### config.mk
export PLATFORM = sky130hd
export DESIGN_NAME = exc_ctrl_flat
export DESIGN_NICKNAME = d
export VERILOG_FILES = /design/src/rtl/exc_pkg.sv /design/src/rtl/exc_ctrl_if.sv /design/src/rtl/exc_stage_reg.sv /design/src/rtl/exc_ctrl.sv /design/src/flat_wrapper.sv
export SDC_FILE = /design/constraint.sdc
export NUM_CORES = 1
export LEC_CHECK = 0
export BUFFER_PORTS_ARGS = -buffer_cell sky130_fd_sc_hd__buf_2
export CAP_MARGIN = 20
export CORE_MARGIN = 4
export CORE_UTILIZATION = 53
export CTS_CLUSTER_DIAMETER = 30
export DETAILED_ROUTE_END_ITERATION = 12
export PLACE_DENSITY = 0.83
export SYNTH_ARGS = -nofsm -noshare
export SYNTH_HDL_FRONTEND = slang
export SYNTH_HIERARCHICAL = 1
export SYNTH_SLANG_ARGS = --single-unit
### constraint.sdc
create_clock -name clk -period 2.8 [get_ports clk]
set_clock_uncertainty 0.1 [all_clocks]
set_input_delay 0.14 -clock clk [delete_from_list [all_inputs] [get_ports clk]]
set_output_delay 0.14 -clock clk [all_outputs]
set_load 0.02 [all_outputs]
### src/rtl/exc_pkg.sv
// exc_pkg: shared exception-controller types, Exc_Vec bit positions and FSM encoding.
package exc_pkg;
  localparam logic [31:0] EXC_ENTRY_DEF = 32'hBFC00380;
  localparam int V_PC_ADEL = 6;
  localparam int V_RI      = 5;
  localparam int V_OV      = 4;
  localparam int V_SYS     = 3;
  localparam int V_BRK     = 2;
  localparam int V_ADEL    = 1;
  localparam int V_ADES    = 0;
  typedef enum logic [1:0] {RUN = 2'd0, FLUSH = 2'd1, REDIRECT = 2'd2} state_e;
  typedef struct packed {
    logic        valid;
    logic [31:0] pc;
    logic        bd;
    logic        eret;
    logic [6:0]  flags;
  } stage_t;
endpackage

### src/rtl/exc_ctrl_if.sv
// exc_ctrl_if: pipeline-side and CP0-side signals of the exception controller.
interface exc_ctrl_if;
  logic        pipe_adv;
  logic        if_valid;
  logic [31:0] if_pc;
  logic        if_adel;
  logic        id_ri;
  logic        id_syscall;
  logic        id_break;
  logic        id_eret;
  logic        id_bd;
  logic        ex_ov;
  logic        mem_adel;
  logic        mem_ades;
  logic [31:0] mem_addr;
  logic        ex_int_handle;
  logic [31:0] epc_value;
  logic [6:0]  Exc_Vec;
  logic        Exc_BD;
  logic [31:0] epc_in;
  logic [31:0] Exc_BadVaddr;
  logic        eret;
  logic        flush;
  logic        pc_redirect;
  logic [31:0] redirect_pc;
  logic [15:0] exc_cnt;
  modport slave (
    input  pipe_adv, if_valid, if_pc, if_adel, id_ri, id_syscall, id_break, id_eret, id_bd,
           ex_ov, mem_adel, mem_ades, mem_addr, ex_int_handle, epc_value,
    output Exc_Vec, Exc_BD, epc_in, Exc_BadVaddr, eret, flush, pc_redirect, redirect_pc, exc_cnt
  );
  modport master (
    output pipe_adv, if_valid, if_pc, if_adel, id_ri, id_syscall, id_break, id_eret, id_bd,
           ex_ov, mem_adel, mem_ades, mem_addr, ex_int_handle, epc_value,
    input  Exc_Vec, Exc_BD, epc_in, Exc_BadVaddr, eret, flush, pc_redirect, redirect_pc, exc_cnt
  );
endinterface

### src/rtl/exc_stage_reg.sv
// exc_stage_reg: one shadow pipeline stage; clear drops only the valid bit.
module exc_stage_reg
  import exc_pkg::*;
(
  input  logic   clk,
  input  logic   rst,
  input  logic   en_i,
  input  logic   clr_i,
  input  stage_t d_i,
  output stage_t q_o
);
  stage_t stage_q;
  always_ff @(posedge clk or negedge rst)
    if (!rst) stage_q <= '0;
    else if (clr_i) stage_q.valid <= 1'b0;
    else if (en_i) stage_q <= d_i;
  assign q_o = stage_q;
endmodule

### src/rtl/exc_ctrl.sv
// exc_ctrl: tracks exception flags down ID/EX/MEM and sequences flush + PC redirect.
// Define EXC_CTRL_CNT_EN to build the committed-exception counter on exc_cnt.
module exc_ctrl
  import exc_pkg::*;
#(
  parameter logic [31:0] EXC_ENTRY = EXC_ENTRY_DEF
) (
  input logic       clk,
  input logic       rst,
  exc_ctrl_if.slave bus
);
  state_e      state_q;
  logic        flush_q, redir_q;
  logic [31:0] target_q;
  stage_t      id_d, ex_d, id_q, ex_q, mem_q;
  logic [6:0]  mem_flags;
  logic        run, go, clr, eret_w;
  assign run = state_q == RUN;
  assign id_d = '{valid: bus.if_valid, pc: bus.if_pc, bd: bus.id_bd, eret: bus.id_eret,
                  flags: {bus.if_adel, bus.id_ri, 1'b0, bus.id_syscall, bus.id_break, 2'b00}};
  always_comb begin
    ex_d = id_q;
    ex_d.flags[V_OV] = id_q.flags[V_OV] | bus.ex_ov;
  end
  exc_stage_reg u_id  (.clk(clk), .rst(rst), .en_i(bus.pipe_adv), .clr_i(clr), .d_i(id_d), .q_o(id_q));
  exc_stage_reg u_ex  (.clk(clk), .rst(rst), .en_i(bus.pipe_adv), .clr_i(clr), .d_i(ex_d), .q_o(ex_q));
  exc_stage_reg u_mem (.clk(clk), .rst(rst), .en_i(bus.pipe_adv), .clr_i(clr), .d_i(ex_q), .q_o(mem_q));
  assign mem_flags        = mem_q.flags | {5'b0, bus.mem_adel, bus.mem_ades};
  assign bus.Exc_Vec      = (mem_q.valid && run) ? mem_flags : 7'd0;
  assign bus.Exc_BD       = mem_q.bd;
  assign bus.epc_in       = mem_q.bd ? mem_q.pc - 32'd4 : mem_q.pc;
  assign bus.Exc_BadVaddr = mem_q.flags[V_PC_ADEL] ? mem_q.pc : bus.mem_addr;
  // any exception flag or a concurrent CP0 accept outranks eret
  assign eret_w = run && mem_q.valid && mem_q.eret && ~|mem_flags && !bus.ex_int_handle;
  assign go     = run && (bus.ex_int_handle || eret_w);
  assign clr    = !run || go;
  always_ff @(posedge clk or negedge rst)
    if (!rst) begin
      state_q  <= RUN;
      flush_q  <= 1'b0;
      redir_q  <= 1'b0;
      target_q <= '0;
    end else begin
      state_q <= go ? FLUSH : (state_q == FLUSH) ? REDIRECT : RUN;
      flush_q <= go;
      redir_q <= state_q == FLUSH;
      if (go) target_q <= bus.ex_int_handle ? EXC_ENTRY : bus.epc_value;
    end
  assign bus.eret        = eret_w;
  assign bus.flush       = flush_q;
  assign bus.pc_redirect = redir_q;
  assign bus.redirect_pc = target_q;
`ifdef EXC_CTRL_CNT_EN
  logic [15:0] cnt_q;
  always_ff @(posedge clk or negedge rst)
    if (!rst) cnt_q <= '0;
    else if (run && bus.ex_int_handle) cnt_q <= cnt_q + 16'd1;
  assign bus.exc_cnt = cnt_q;
`else
  assign bus.exc_cnt = 16'd0;
`endif
endmodule

### src/flat_wrapper.sv
// flat-port wrapper written by rule: the top's interface ports become plain ports
module exc_ctrl_flat import exc_pkg::*;
#(
  parameter logic [31:0] EXC_ENTRY = EXC_ENTRY_DEF
)
  (clk, rst, bus_pipe_adv, bus_if_valid, bus_if_pc, bus_if_adel, bus_id_ri, bus_id_syscall, bus_id_break, bus_id_eret, bus_id_bd, bus_ex_ov, bus_mem_adel, bus_mem_ades, bus_mem_addr, bus_ex_int_handle, bus_epc_value, bus_Exc_Vec, bus_Exc_BD, bus_epc_in, bus_Exc_BadVaddr, bus_eret, bus_flush, bus_pc_redirect, bus_redirect_pc, bus_exc_cnt);
  exc_ctrl_if bus_i ();
  input logic clk;
  input logic rst;
  input wire logic [$bits(bus_i.pipe_adv)-1:0] bus_pipe_adv;
  input wire logic [$bits(bus_i.if_valid)-1:0] bus_if_valid;
  input wire logic [$bits(bus_i.if_pc)-1:0] bus_if_pc;
  input wire logic [$bits(bus_i.if_adel)-1:0] bus_if_adel;
  input wire logic [$bits(bus_i.id_ri)-1:0] bus_id_ri;
  input wire logic [$bits(bus_i.id_syscall)-1:0] bus_id_syscall;
  input wire logic [$bits(bus_i.id_break)-1:0] bus_id_break;
  input wire logic [$bits(bus_i.id_eret)-1:0] bus_id_eret;
  input wire logic [$bits(bus_i.id_bd)-1:0] bus_id_bd;
  input wire logic [$bits(bus_i.ex_ov)-1:0] bus_ex_ov;
  input wire logic [$bits(bus_i.mem_adel)-1:0] bus_mem_adel;
  input wire logic [$bits(bus_i.mem_ades)-1:0] bus_mem_ades;
  input wire logic [$bits(bus_i.mem_addr)-1:0] bus_mem_addr;
  input wire logic [$bits(bus_i.ex_int_handle)-1:0] bus_ex_int_handle;
  input wire logic [$bits(bus_i.epc_value)-1:0] bus_epc_value;
  output wire logic [$bits(bus_i.Exc_Vec)-1:0] bus_Exc_Vec;
  output wire logic [$bits(bus_i.Exc_BD)-1:0] bus_Exc_BD;
  output wire logic [$bits(bus_i.epc_in)-1:0] bus_epc_in;
  output wire logic [$bits(bus_i.Exc_BadVaddr)-1:0] bus_Exc_BadVaddr;
  output wire logic [$bits(bus_i.eret)-1:0] bus_eret;
  output wire logic [$bits(bus_i.flush)-1:0] bus_flush;
  output wire logic [$bits(bus_i.pc_redirect)-1:0] bus_pc_redirect;
  output wire logic [$bits(bus_i.redirect_pc)-1:0] bus_redirect_pc;
  output wire logic [$bits(bus_i.exc_cnt)-1:0] bus_exc_cnt;
  assign bus_i.pipe_adv = bus_pipe_adv;
  assign bus_i.if_valid = bus_if_valid;
  assign bus_i.if_pc = bus_if_pc;
  assign bus_i.if_adel = bus_if_adel;
  assign bus_i.id_ri = bus_id_ri;
  assign bus_i.id_syscall = bus_id_syscall;
  assign bus_i.id_break = bus_id_break;
  assign bus_i.id_eret = bus_id_eret;
  assign bus_i.id_bd = bus_id_bd;
  assign bus_i.ex_ov = bus_ex_ov;
  assign bus_i.mem_adel = bus_mem_adel;
  assign bus_i.mem_ades = bus_mem_ades;
  assign bus_i.mem_addr = bus_mem_addr;
  assign bus_i.ex_int_handle = bus_ex_int_handle;
  assign bus_i.epc_value = bus_epc_value;
  assign bus_Exc_Vec = bus_i.Exc_Vec;
  assign bus_Exc_BD = bus_i.Exc_BD;
  assign bus_epc_in = bus_i.epc_in;
  assign bus_Exc_BadVaddr = bus_i.Exc_BadVaddr;
  assign bus_eret = bus_i.eret;
  assign bus_flush = bus_i.flush;
  assign bus_pc_redirect = bus_i.pc_redirect;
  assign bus_redirect_pc = bus_i.redirect_pc;
  assign bus_exc_cnt = bus_i.exc_cnt;
  exc_ctrl #(.EXC_ENTRY(EXC_ENTRY)) u_core (.clk(clk), .rst(rst), .bus(bus_i));
endmodule
# After elaboration in Yosys (flattened, before gate mapping)
# Cells that the tools add are included.
# W data, S select, Z words.
dict set report op_classes {
  add_sub_neg 1
  eq_ne 1
  muxes 12
  bitwise_logic 2
  reduce_logical 14
}
# op n
set op_table {}
lappend op_table {{$mux W42} 3}
lappend op_table {{$mux W32} 3}
lappend op_table {{$sub A32 B3 Y32 const B} 1}
lappend op_table {{$mux W7} 1}
lappend op_table {{$or A7 B2 Y7} 1}
lappend op_table {{$reduce_or A7 Y1} 1}
lappend op_table {{$logic_and A1 B1 Y1} 5}
lappend op_table {{$mux W2} 2}
lappend op_table {{$logic_not A1 Y1} 3}
lappend op_table {{$mux W1} 3}
lappend op_table {{$eq A2 B1 Y1 const B} 1}
lappend op_table {{$logic_not A2 Y1} 1}
lappend op_table {{$logic_or A1 B1 Y1} 2}
lappend op_table {{$reduce_and A2 Y1} 1}
lappend op_table {{$reduce_bool A2 Y1} 1}
lappend op_table {{$not A1 Y1} 1}
dict set report word_totals {
  regBits 155
  inputBits 110
  output_inout_bits 123
  word_cells 49
}

# Depth between registers and ports, before layout
# Gate-level depths: netlist of run 1.
dict set report logic_depth {
  ltp_word 10
  depth_mapped 11
  depth_no_buf 6
}

# Cells and area by module
# Netlist of run 1, hierarchy kept.
# module instances cells_per_inst area_per_inst_um2 seq_area_each_um2
set by_module_without_submodules {}
lappend by_module_without_submodules {exc_stage_reg 3 91 1781.7 1051.0}
lappend by_module_without_submodules {exc_ctrl 1 316 2740.1 850.8}

# Worst setup path after synthesis of run 1
# No wires, ideal clock.
dict set report synth_path {
  path_kind {reg2reg}
  start {reg u_core.state_q[0]}
  end {reg u_core/u_ex/q_o[0] (netlist name)}
  setup_time_ns 0.125
  arrival_time_ns 2.384
  required_time_ns 2.575
  path_slack_ns 0.191
  path_stages_with_launch 11
  n_path_buf 4
  synth_period_minus_slack_ns 2.609
  cell_sequence {dfrtp_1 nor3b_1 and4_1 buf_2 buf_2 nor2_1 nand2_1 nor2b_4 buf_6 buf_12 mux2_4}
}
# item line_no
set synth_lines {}
lappend synth_lines {{from (decl)} exc_ctrl.sv:12} ;# state_e state_q;
lappend synth_lines {{from (signal assigned)} exc_ctrl.sv:44} ;# state_q <= go ? FLUSH : (state_q == FLUSH) ? REDIRECT : RUN;

# Worst setup path after layout of run 1
dict set report layout_path {
  start {reg u_core.u_mem.stage_q, in the netlist u_core/u_mem/q_o[7]}
  end {reg u_core.u_ex.stage_q, in the netlist u_core/u_ex/q_o[35]}
}
dict set report layout_via {
  elab_chain_len 8
}
# item line_no
set layout_lines {}
lappend layout_lines {{from (decl)} exc_stage_reg.sv:12} ;# stage_t stage_q;
lappend layout_lines {{from (signal assigned)} exc_stage_reg.sv:16} ;# else if (en_i) stage_q <= d_i;
lappend layout_lines {{$logic_and A1 B1 Y1 (3 in a row)} exc_ctrl.sv:34} ;# assign eret_w = run && mem_q.valid && mem_q.eret && ~|mem_flags && !bus.ex_int_handle;
lappend layout_lines {{$logic_or A1 B1 Y1} exc_ctrl.sv:35} ;# assign go = run && (bus.ex_int_handle || eret_w);
lappend layout_lines {{$logic_and A1 B1 Y1} exc_ctrl.sv:35}
lappend layout_lines {{$logic_or A1 B1 Y1} exc_ctrl.sv:36} ;# assign clr = !run || go;
lappend layout_lines {{via u_core.clr} exc_ctrl.sv:17} ;# logic run, go, clr, eret_w;
lappend layout_lines {{$not A1 Y1 (no source line)} -}
lappend layout_lines {{$reduce_and A2 Y1 (no source line)} -}
lappend layout_lines {{to (signal assigned)} exc_stage_reg.sv:16}
lappend layout_lines {{to (decl)} exc_stage_reg.sv:12}
# The timed path passes the listed nets, and every way through them passes these cells.
# A chain may end at the register's enable or synchronous reset.

==> flow_summary_export.csv, run 1 <==
group,metric,value,unit
layout,nNetsFinal,999,
detailed_routing,routedWlPerCell,18.4,um
global_route,grt_max_degree,66,
detailed_routing,antenna_left,0,
global_route,antenna_found_initial,0,
timing,fmax,383,MHz
timing,tns,0,ns
timing,fin_crit,2.61,ns
layout,regArea,4000,sq um
critical_path,critPathLaunchType,"flip-flop",
clocking,cts.clk_slew.worst_paths,0.06,ns
detailed_routing,drcViolationCount,0,
layout,final_util,71.8,%
critical_path,max_stage_delay,0.75,ns
flow_run,cap_violations,0,
die,die_y,132,um
placement,dp.cells,975,
timing,setup_viol,0,
clocking,cts_tree,"built",
logic_synthesis,syn_avg_cell_area,13.7,sq um
layout,fillers,962,
timing,rsz0062_at_grt,"no",
critical_path,timing.rr.end,"u_core/u_ex/q_o[35]$_DFFE_PN0P_",
logic_synthesis,ys_seq_area_share,49.5,%
hold_path,min_from,"bus_mem_adel",
critical_path,critPathKind,"reg2reg",
detailed_routing,drtIter0Drc,431,
die,die_width,132,um
critical_path,crit_chain,"nor4b_1, and4_1, nor2_1, nand2_1, nor2b_4, buf_12, mux2_2",
logic_synthesis,synthCells,589,
logic_synthesis,ys_seq_elements,160,
global_route,grt_pass1_vias,5961,
critical_path,cpMaxStageDelayCell,"nor2b_4",
layout,syn_to_final_growth,31.0,%
die,dieArea,17300,sq um
critical_path,cp.arrival,2.81,ns
logic_synthesis,synth_cell_types,37,
hold_path,hold_depth,5,
critical_path,r2r_cells,7,
logic_synthesis,syn_area,8090,sq um
timing,hold_violations,0,
timing,drv_slew,0,
hold_path,hold_end,"u_core/state_q[0]$_DFF_PN0_",
placement,dpl.hpwl,12.6,mm
clocking,clock-sinks,160,
detailed_routing,drt_wl_total,20.0,mm
critical_path,rrSetupSlack,0.19,ns
clocking,cts_buffer_depth,2,
logic_synthesis,ys.flop_type,"dfrtp_1",
placement,routabilityCongestion,0.825,
global_route,grt_overflow,0,
detailed_routing,avgViaCountPerCell,5.23,
layout,final_cells,1084,
timing,fin_crit_sh,93.2,%
critical_path,worst-path-max-fanout,21,
clocking,cts_made_buffers,17,
pwr,peakVddDrop,0.455,mV
logic_synthesis,synth_edf_count,0,
die,std_cell_rows,44,
die,core,14800,sq um
logic_synthesis,async_flop_share,100,%
detailed_routing,dr_total_vias,5672,
layout,antennaDiodeCount,0,
logic_synthesis,yosys_warnings,6,
die,io_pins,233,
global_route,grt_pass1_wl,32.0,mm
clocking,worstSkewPairLatency,0.42,ns
timing,slew_headroom,37.2,%
pwr,power_density,999,nW/um^2
outcome,outcome,"finished, final reports clean",
hold_path,hold_class,"in2reg",
clocking,clockRootBuffer,"clkbuf_16",
critical_path,crit_path_end_kind,"flip-flop",
die,initial_utilization,54.8,%
placement,io_buffer_count,216,
global_route,grt_usage,23.0,%
detailed_routing,first_pass_iters,5,
clocking,h-tree-depth,4,
timing,tightest_slew,0.940,ns
pwr,p_leak,5.20,nW
layout,multi_input_area,3670,sq um
critical_path,reg2reg_from,"u_core/u_mem/q_o[7]$_DFFE_PN0P_",
layout,drive_gt1_share,48.2,%
critical_path,critPathRequiredTime,3.00,ns
[metal layers]
metal  track usage (%)  vias up  share of wire [%]  routed length (um)
met4              5.31        0                1.1                 216
met2              38.3      238                 49                9820
met3              6.77       22                6.7                1330
met1              30.1     2791                 43                8620
met5                 0        -                  0                   0
li1                  -     2621                  -                   -
[power breakdown]
| group | switching (mW) | internal (mW) |
|---|---|---|
| sequential | 0.868 | 3.19 |
| combinational | 1.91 | 2.11 |
| clock | 0.929 | 1.57 |
| total | 3.71 | 6.87 |
[cells in the mapped netlist (6+ instances only)]
master / count / share of area (%)
buf_12: 12 / 3.0
buf_2: 6 / 0.37
buf_4: 16 / 1.5
clkbuf_1: 11 / 0.51
dfrtp_1: 160 / 50
mux2_2: 35 / 4.9
mux2_4: 120 / 22
mux2i_1: 23 / 2.8
nand2_1: 29 / 1.3
nor2_1: 34 / 1.6
nor3_1: 47 / 2.9
nor4_1: 6 / 0.46
o21ai_0: 20 / 1.2
xnor2_1: 6 / 0.65
xor2_1: 22 / 2.4
[worst max path at each step]
stage	start	to	slack [ns]	cells after the start
floorplan	u_core/state_q[0]$_DFF_PN0_	u_core/u_ex/q_o[0]$_DFFE_PN0P_	0.19	10
global placement	u_core/u_mem/q_o[7]$_DFFE_PN0P_	u_core/u_ex/q_o[35]$_DFFE_PN0P_	0.24	7
detailed placement	u_core/u_mem/q_o[7]$_DFFE_PN0P_	u_core/u_ex/q_o[35]$_DFFE_PN0P_	0.20	7
CTS	u_core/u_mem/q_o[8]$_DFFE_PN0P_	bus_epc_in[29]	0.05	5
global route	u_core/u_mem/q_o[22]$_DFFE_PN0P_	bus_epc_in[20]	0.02	5
finish	u_core/u_mem/q_o[7]$_DFFE_PN0P_	u_core/u_ex/q_o[35]$_DFFE_PN0P_	0.19	7
[cell type report]
type                       count  area share [%]
tap                          184            2.17
clock buffer                  20            4.41
multi-input combinational    395            34.7
clock inverter                11            1.69
inverter                       3           0.106
timing repair buffer         311            19.1
sequential                   160            37.8
[kinds of logic (layout without fill, tap and decap cells)]
kind of cell               after synthesis  count (layout)  synth area share (%)
xor gates and xnor gates                28              28                  3.03
buffers and inverters                   52             345                  5.94
DFF                                    160             160                  49.5
and+or+nand+nor                        148             148                  10.0
adders and majority gates                1               1                 0.155
other                                    1              19                0.0464
muxes                                  178             178                  30.0
AOI/OAI and AO/OA                       21              21                  1.30
[sequential cells by signal (all words and copies together) (netlist names)]
register	cells
u_core/bus.pc_redirect	1
u_core/bus.redirect_pc	32
u_core/state_q	1
u_core/u_ex/q_o	42
u_core/u_id/q_o	42
u_core/u_mem/q_o	42
[stage by stage]
step | hold WS, ns | total power, mW | worst slack, ns | area, sq um
3_5_place_dp | 0.0762 | 7.95 | 0.198 | 9170
5_1_grt | 0.212 | 11.1 | 0.0225 | 10600
4_1_cts | 0.146 | 10.6 | 0.0452 | 10600
6_report | 0.173 | 10.6 | 0.191 | 10600
3_3_place_gp | 0.0783 | 7.83 | 0.238 | 9170
2_1_floorplan | -0.256 | 6.79 | 0.191 | 8150
[worst max-delay path: cells and delay by family, from the launching register on]
kind,cells,cell delay (ns)
and+or+nand+nor,5,1.35
DFF,1,0.38
muxes,1,0.35
buffers and inverters,1,0.30
[cell usage in the layout (no fill, tap or decap), drive strengths merged, types with 2 or more instances in the layout]
cell and n:
nor2 34, nand4 4, mux2i 23, buf 236, nor3 48, mux2 155
conb 19, bufinv 4, xor2 22, dfrtp 160, clkbuf 20, nand2 29
inv 5, xnor2 6, nand3 2, clkinvlp 2, clkinv 3, o21ai 20
dlygate4sd3 75, nor4 8, nor4b 3, or2 2, nor2b 4, and2 5
or3 5
[what timing repair did]
item	CTS	global route
hold endpoints to repair	135	0
setup buffers	0	3
gates resized for setup	0	1
endpoints found under the setup margin	0	14
hold buffers	75	0
No activity file was read; power rests on OpenSTA's default activity.
==> run 2: changes to the inputs <==
==> constraint.sdc (replaced) <==
create_clock -name clk -period 2.8 [get_ports clk]
set_clock_uncertainty 0.1 [all_clocks]
set_input_delay 0 -clock clk [delete_from_list [all_inputs] [get_ports clk]]
set_output_delay 0 -clock clk [all_outputs]
set_load 0.02 [all_outputs]
==> flow_summary_export.csv, run 2 (synthesis results as in run 1) <==
group,metric,value,unit
flow_run,cap_violations,0,
global_route,antenna_found_initial,1,
outcome,outcome,"finished, final reports clean",
timing,slew_headroom,53.6,%
clocking,cts_buffer_depth,2,
hold_path,hold_class,"in2async",
timing,tns,0,ns
detailed_routing,met3_wirelength,1.59,mm
clocking,worstSkewPairLatency,0.41,ns
pwr,peakVddDrop,0.486,mV
timing,rsz0062_at_grt,"no",
layout,syn_to_final_growth,30.0,%
timing,drv_slew,0,
detailed_routing,first_pass_iters,4,
placement,io_buffer_count,216,
pwr,power_density,988,nW/um^2
clocking,cts_tree,"built",
layout,antennaDiodeCount,0,
timing,hold_violations,0,
critical_path,cp.arrival,2.50,ns
timing,whs,0.0355,ns
detailed_routing,dr_total_vias,5678,
detailed_routing,wl_met1,8.29,mm
timing,fmax,385,MHz
layout,drive_gt1_share,47.3,%
critical_path,crit_path_end_kind,"output pin",
critical_path,critPathLaunchType,"flip-flop",
detailed_routing,top_layer,"met5",
detailed_routing,antenna_left,0,
die,core,14800,sq um
detailed_routing,routedWlPerCell,18.3,um
die,initial_utilization,54.8,%
clocking,cts_made_buffers,17,
layout,nNetsFinal,994,
die,die_y,132,um
global_route,grt_usage,23.4,%
layout,final_util,71.2,%
placement,dp.cells,972,
timing,fin_crit,2.60,ns
layout,final_common_cell,"buf_2",
layout,final_cell_mix,"buf_2, dfrtp_1, mux2_4",
global_route,grt_max_degree,69,
pwr,p_leak,5.15,nW
clocking,h-tree-depth,4,
global_route,grt_pass1_vias,6103,
critical_path,critPathKind,"reg2out",
placement,routabilityCongestion,0.774,
clocking,cts.clk_slew.worst_paths,0.06,ns
die,die_width,132,um
clocking,clockRootBuffer,"clkbuf_16",
timing,tightest_slew,0.694,ns
layout,final_cells,1080,
pwr,total_power,10.4,mW
timing,setup_viol,0,
detailed_routing,drtIter0Drc,341,
global_route,grt_pass1_wl,32.6,mm
detailed_routing,drt_wl_total,19.8,mm
global_route,grt_overflow,0,
critical_path,worst-path-max-fanout,10,
detailed_routing,dr_wl_met2,9.50,mm
die,dieArea,17300,sq um
detailed_routing,drcViolationCount,0,
timing,fin_crit_sh,92.9,%
clocking,cts_resized,0,
die,io_pins,233,
critical_path,critPathRequiredTime,2.70,ns
placement,dpl.hpwl,12.7,mm
die,std_cell_rows,44,
detailed_routing,avgViaCountPerCell,5.26,
clocking,clock-sinks,160,
[run 2: cell count changes in the layout (fill, tap and decap cells not counted), moves of 2 or more]
cell	before	now
inv_6	2	0
clkinv_4	3	1
buf_4	17	10
clkbuf_1	0	4
clkbuf_8	3	1
clkinv_2	0	3
[run 2: final timing paths]
path | startpoint | endpoint | slack, ns | cells past startpoint
setup / recovery | u_core/u_mem/q_o[14]$_DFFE_PN0P_ | bus_epc_in[23] | 0.20 | 5
hold / removal | rst | u_core/u_mem/q_o[23]$_DFFE_PN0P_ | 0.04 | 2
setup reg to reg | u_core/u_mem/q_o[7]$_DFFE_PN0P_ | u_core/u_mem/q_o[0]$_DFFE_PN0P_ | 0.36 | 7
hold reg to reg | u_core/bus.pc_redirect$_DFF_PN0_ | u_core/bus.pc_redirect$_DFF_PN0_ | 0.41 | 1
max in group asynchronous | rst | u_core/u_ex/q_o[7]$_DFFE_PN0P_ | 1.69 | 3
min in group clk | bus_mem_adel | u_core/state_q[0]$_DFF_PN0_ | 0.05 | 5
[run 2: layer usage]
metal	up-vias	global-route usage, %
met5	-	0
met4	2	7.64
met2	248	38.1
li1	2617	-
met3	38	7.15
met1	2773	30.0
[run 2: metrics by stage]
step | area [sq um] | setup slack (ns)
after floorplan | 8150 | 0.191
after global placement | 9160 | 0.392
after detailed placement | 9160 | 0.374
after CTS | 10500 | 0.148
after global routing | 10500 | 0.0247
final | 10500 | 0.200
[run 2: area by class of cell]
type | instances | area (sq um)
flip-flops and latches | 160 | 4000
well taps | 184 | 230
repair buffers | 306 | 2000
clock buffers | 22 | 454
fillers | 964 | 4250
multi-input cells | 395 | 3670
clock inverters | 10 | 136
inverters | 3 | 11.3
[run 2: timing repair]
item	CTS	global route
setup buffers	0	0
hold buffers	76	0
hold endpoints to repair	198	0
setup endpoints to repair	0	0
[run 2: critical path, stage by stage (launching register included)]
cell     delay, ns
dfrtp_1       0.47
nor4b_4       0.57
nand4_4       0.31
nor4_2        0.33
xor2_1        0.21
buf_2         0.20
[run 2: power breakdown]
| part | internal (mW) | switching, mW | leakage, nW |
|---|---|---|---|
| clock network | 1.42 | 0.891 | 0.280 |
| logic | 2.10 | 1.90 | 2.96 |
| registers | 3.19 | 0.876 | 1.91 |
| total | 6.72 | 3.67 | 5.15 |
==> run 3: changes to the inputs <==
--- a/config.mk
+++ b/config.mk
@@ -5,13 +5,14 @@
 export SDC_FILE = /design/constraint.sdc
 export NUM_CORES = 1
 export LEC_CHECK = 0
+export ABC_AREA = 1
 export BUFFER_PORTS_ARGS = -buffer_cell sky130_fd_sc_hd__buf_2
-export CAP_MARGIN = 20
 export CORE_MARGIN = 4
 export CORE_UTILIZATION = 53
 export CTS_CLUSTER_DIAMETER = 30
 export DETAILED_ROUTE_END_ITERATION = 12
 export PLACE_DENSITY = 0.83
+export SKIP_LAST_GASP = 1
 export SYNTH_ARGS = -nofsm -noshare
 export SYNTH_HDL_FRONTEND = slang
 export SYNTH_HIERARCHICAL = 1
==> flow_summary_export.csv, run 3 <==
group,metric,value,unit
pwr,peakVddDrop,0.454,mV
pwr,intPower,5.19,mW
logic_synthesis,synth_area_leaders,"dfrtp_1, nand2_1, nand3_1",
global_route,grt_pass1_vias,7450,
detailed_routing,drtIter0Drc,634,
timing,hold_violations,1,
hold_path,hold_class,"in2reg",
logic_synthesis,synth_edf_count,0,
critical_path,rrSetupSlack,0.41,ns
critical_path,crit_chain,"inv_1, ha_1, nand2_1, inv_1, nand2_1, nor2_1, nand2_1, nor2_2, nand3_1, nand2_1, buf_2",
pwr,power_density,873,nW/um^2
critical_path,worstSetupStartpoint,"u_core/u_mem/q_o[12]$_DFFE_PN0P_",
timing,tns,0,ns
detailed_routing,drcViolationCount,0,
logic_synthesis,syn_avg_cell_area,7.78,sq um
layout,nNetsFinal,1413,
clocking,clockRootBuffer,"clkbuf_16",
timing,tightest_slew,0.747,ns
pwr,p_seq_share,39.0,%
clocking,worstSkewPairLatency,0.43,ns
logic_synthesis,async_flop_share,100,%
pwr,sw_frac_of_total,42.1,%
detailed_routing,avgViaCountPerCell,5.21,
critical_path,reg2reg_from,"u_core/state_q[0]$_DFF_PN0_",
outcome,violations,"hold timing",
critical_path,cpMaxStageDelayCell,"dfrtp_1",
clocking,h-tree-depth,4,
die,initial_utilization,54.6,%
logic_synthesis,syn_area,8030,sq um
logic_synthesis,ys_seq_elements,160,
layout,final_common_cell,"nand2_1",
logic_synthesis,yosys_warnings,6,
timing,fin_crit_sh,87.0,%
timing,fin_crit,2.44,ns
placement,io_buffer_count,216,
critical_path,crit_path_end_kind,"output pin",
placement,routabilityCongestion,0.917,
logic_synthesis,synth_top_area_share,49.9,%
timing,rsz0062_at_grt,"no",
die,die_y,131,um
global_route,grt_overflow,0,
timing,slew_headroom,50.2,%
clocking,cts.clk_slew.worst_paths,0.08,ns
die,dieArea,17200,sq um
pwr,power.share.clock,24.1,%
outcome,outcome,"complete, but fails checks",
critical_path,critPathKind,"reg2out",
clocking,clock-sinks,160,
die,io_pins,233,
logic_synthesis,yosys.area.top_type,"dfrtp_1",
critical_path,cp_common_cell,"nand2_1",
timing,drv_slew,0,
pwr,power_frac_comb,36.9,%
critical_path,cp.arrival,2.34,ns
timing,fmax,410,MHz
die,std_cell_rows,44,
logic_synthesis,synth.most_common_cell,"nand2_1",
logic_synthesis,ys.flop_type,"dfrtp_1",
hold_path,min_from,"bus_ex_int_handle",
logic_synthesis,synthCells,1032,
global_route,grt_pass1_wl,36.4,mm
pwr,total_power,8.97,mW
logic_synthesis,ys_seq_area_share,49.9,%
logic_synthesis,synth_cell_types,20,
clocking,cts_buffer_depth,2,
critical_path,max_stage_delay,0.44,ns
critical_path,worst-path-max-fanout,4,
clocking,cts_setup_buffers,0,
detailed_routing,dr_total_vias,7813,
hold_path,hold_depth,4,
logic_synthesis,synth_common_cells,"nand2_1, dfrtp_1, nand3_1",
critical_path,r2r_cells,7,
global_route,grt_usage,27.0,%
die,core,14700,sq um
clocking,cts_tree,"built",
placement,dpl.hpwl,14.8,mm
critical_path,critPathRequiredTime,2.70,ns
critical_path,critPathLaunchType,"flip-flop",
detailed_routing,drt_wl_total,23.3,mm
pwr,p_leak,5.90,nW
die,die_width,131,um
detailed_routing,routedWlPerCell,15.5,um
layout,syn_to_final_growth,28.0,%
detailed_routing,antenna_left,0,
pwr,power_switching,3.78,mW
timing,whs,-0.000312,ns
clocking,cts_made_buffers,17,
layout,drive_gt1_share,22.0,%
detailed_routing,first_pass_iters,6,
timing,setup_viol,0,
global_route,grt_max_degree,117,
flow_run,cap_violations,0,
layout,final_cell_mix,"nand2_1, buf_2, dfrtp_1",
global_route,antenna_found_initial,0,
[run 3: changes by cell type after synthesis, sizes merged, moves of 12 or more]
| cell | before | now |
|---|---|---|
| buf | 38 | 61 |
| mux2i | 23 | 0 |
| nor2 | 34 | 69 |
| nand3 | 2 | 157 |
| nand2 | 29 | 448 |
| inv | 3 | 56 |
| nor3 | 48 | 2 |
| or2 | 2 | 14 |
| mux2 | 155 | 0 |
| o21ai | 20 | 35 |
[run 3: cell families after synthesis]
kind of cell,Yosys count,synth area share [%]
AOI/OAI and AO/OA,35,2.18
xor gates and xnor gates,14,1.53
adders and majority gates,1,0.156
buffers and inverters,126,9.59
DFF,160,49.9
other,1,0.0467
and+or+nand+nor,695,36.6
[run 3: worst paths after layout]
path	to
max in group asynchronous	u_core/bus.redirect_pc[14]$_DFFE_PN0P_
hold reg to reg	u_core/u_mem/q_o[0]$_DFFE_PN0P_
min in group asynchronous	u_core/u_id/q_o[10]$_DFFE_PN0P_
hold / removal	u_core/bus.redirect_pc[9]$_DFFE_PN0P_
setup reg to reg	u_core/u_id/q_o[41]$_DFFE_PN0P_
setup / recovery	bus_epc_in[30]
[run 3: routing by layer]
| metal | vias up | track usage (%) | share of wire [%] |
|---|---|---|---|
| li1 | 3747 | - | - |
| met1 | 3616 | 33.1 | 39 |
| met2 | 372 | 46.3 | 50 |
| met3 | 78 | 4.54 | 6.8 |
| met4 | 0 | 13.5 | 4.0 |
| met5 | - | 0 | 0 |
[run 3: timing repair]
item / 4_1_cts / 5_1_grt
hold buffers: 75 / 0
resized for setup: 0 / 0
endpoints found under the hold margin: 162 / 0
endpoints found under the setup margin: 0 / 0
[run 3: final cells by class]
class	instances	area [sq um]
diodes	2	5.00
clock buffers	17	425
clock inverters	15	126
fillers	1156	4430
inverters	57	214
multi-input cells	764	3320
flip-flops and latches	160	4000
well taps	184	230
repair buffers	302	1950
[run 3: power by group through the flow]
stage	Sequential [mW]	Clock [mW]	Combinational (mW)
floorplan	3.43	0	2.23
global placement	3.49	0	3.14
detailed placement	3.52	0	3.20
CTS	3.48	2.17	3.30
global route	3.58	2.29	3.71
finish	3.50	2.16	3.31
[run 3: worst max-delay path: cells and delay by family (launching register included)]
family | cells | cell delay, ns
adder cells (fa/ha/maj) | 1 | 0.16
flip-flops | 1 | 0.44
AND/OR/NAND/NOR | 7 | 0.91
buffers and inverters | 3 | 0.41
[run 3: through the flow]
step / instance area, sq um / utilization (%) / hold WS, ns / setup WS [ns] / cells
5_1_grt: 10300 / 69.9 / 0.0208 / 0.166 / 1499
2_1_floorplan: 8090 / - / -0.396 / 0.859 / 1050
4_1_cts: 10300 / 69.9 / 0.00452 / 0.358 / 1499
3_5_place_dp: 8960 / 61.0 / -0.00899 / 0.573 / 1392
3_3_place_gp: 8960 / 61.0 / -0.0122 / 0.679 / 1392
6_report: 10300 / 69.9 / -0.000312 / 0.363 / 1501
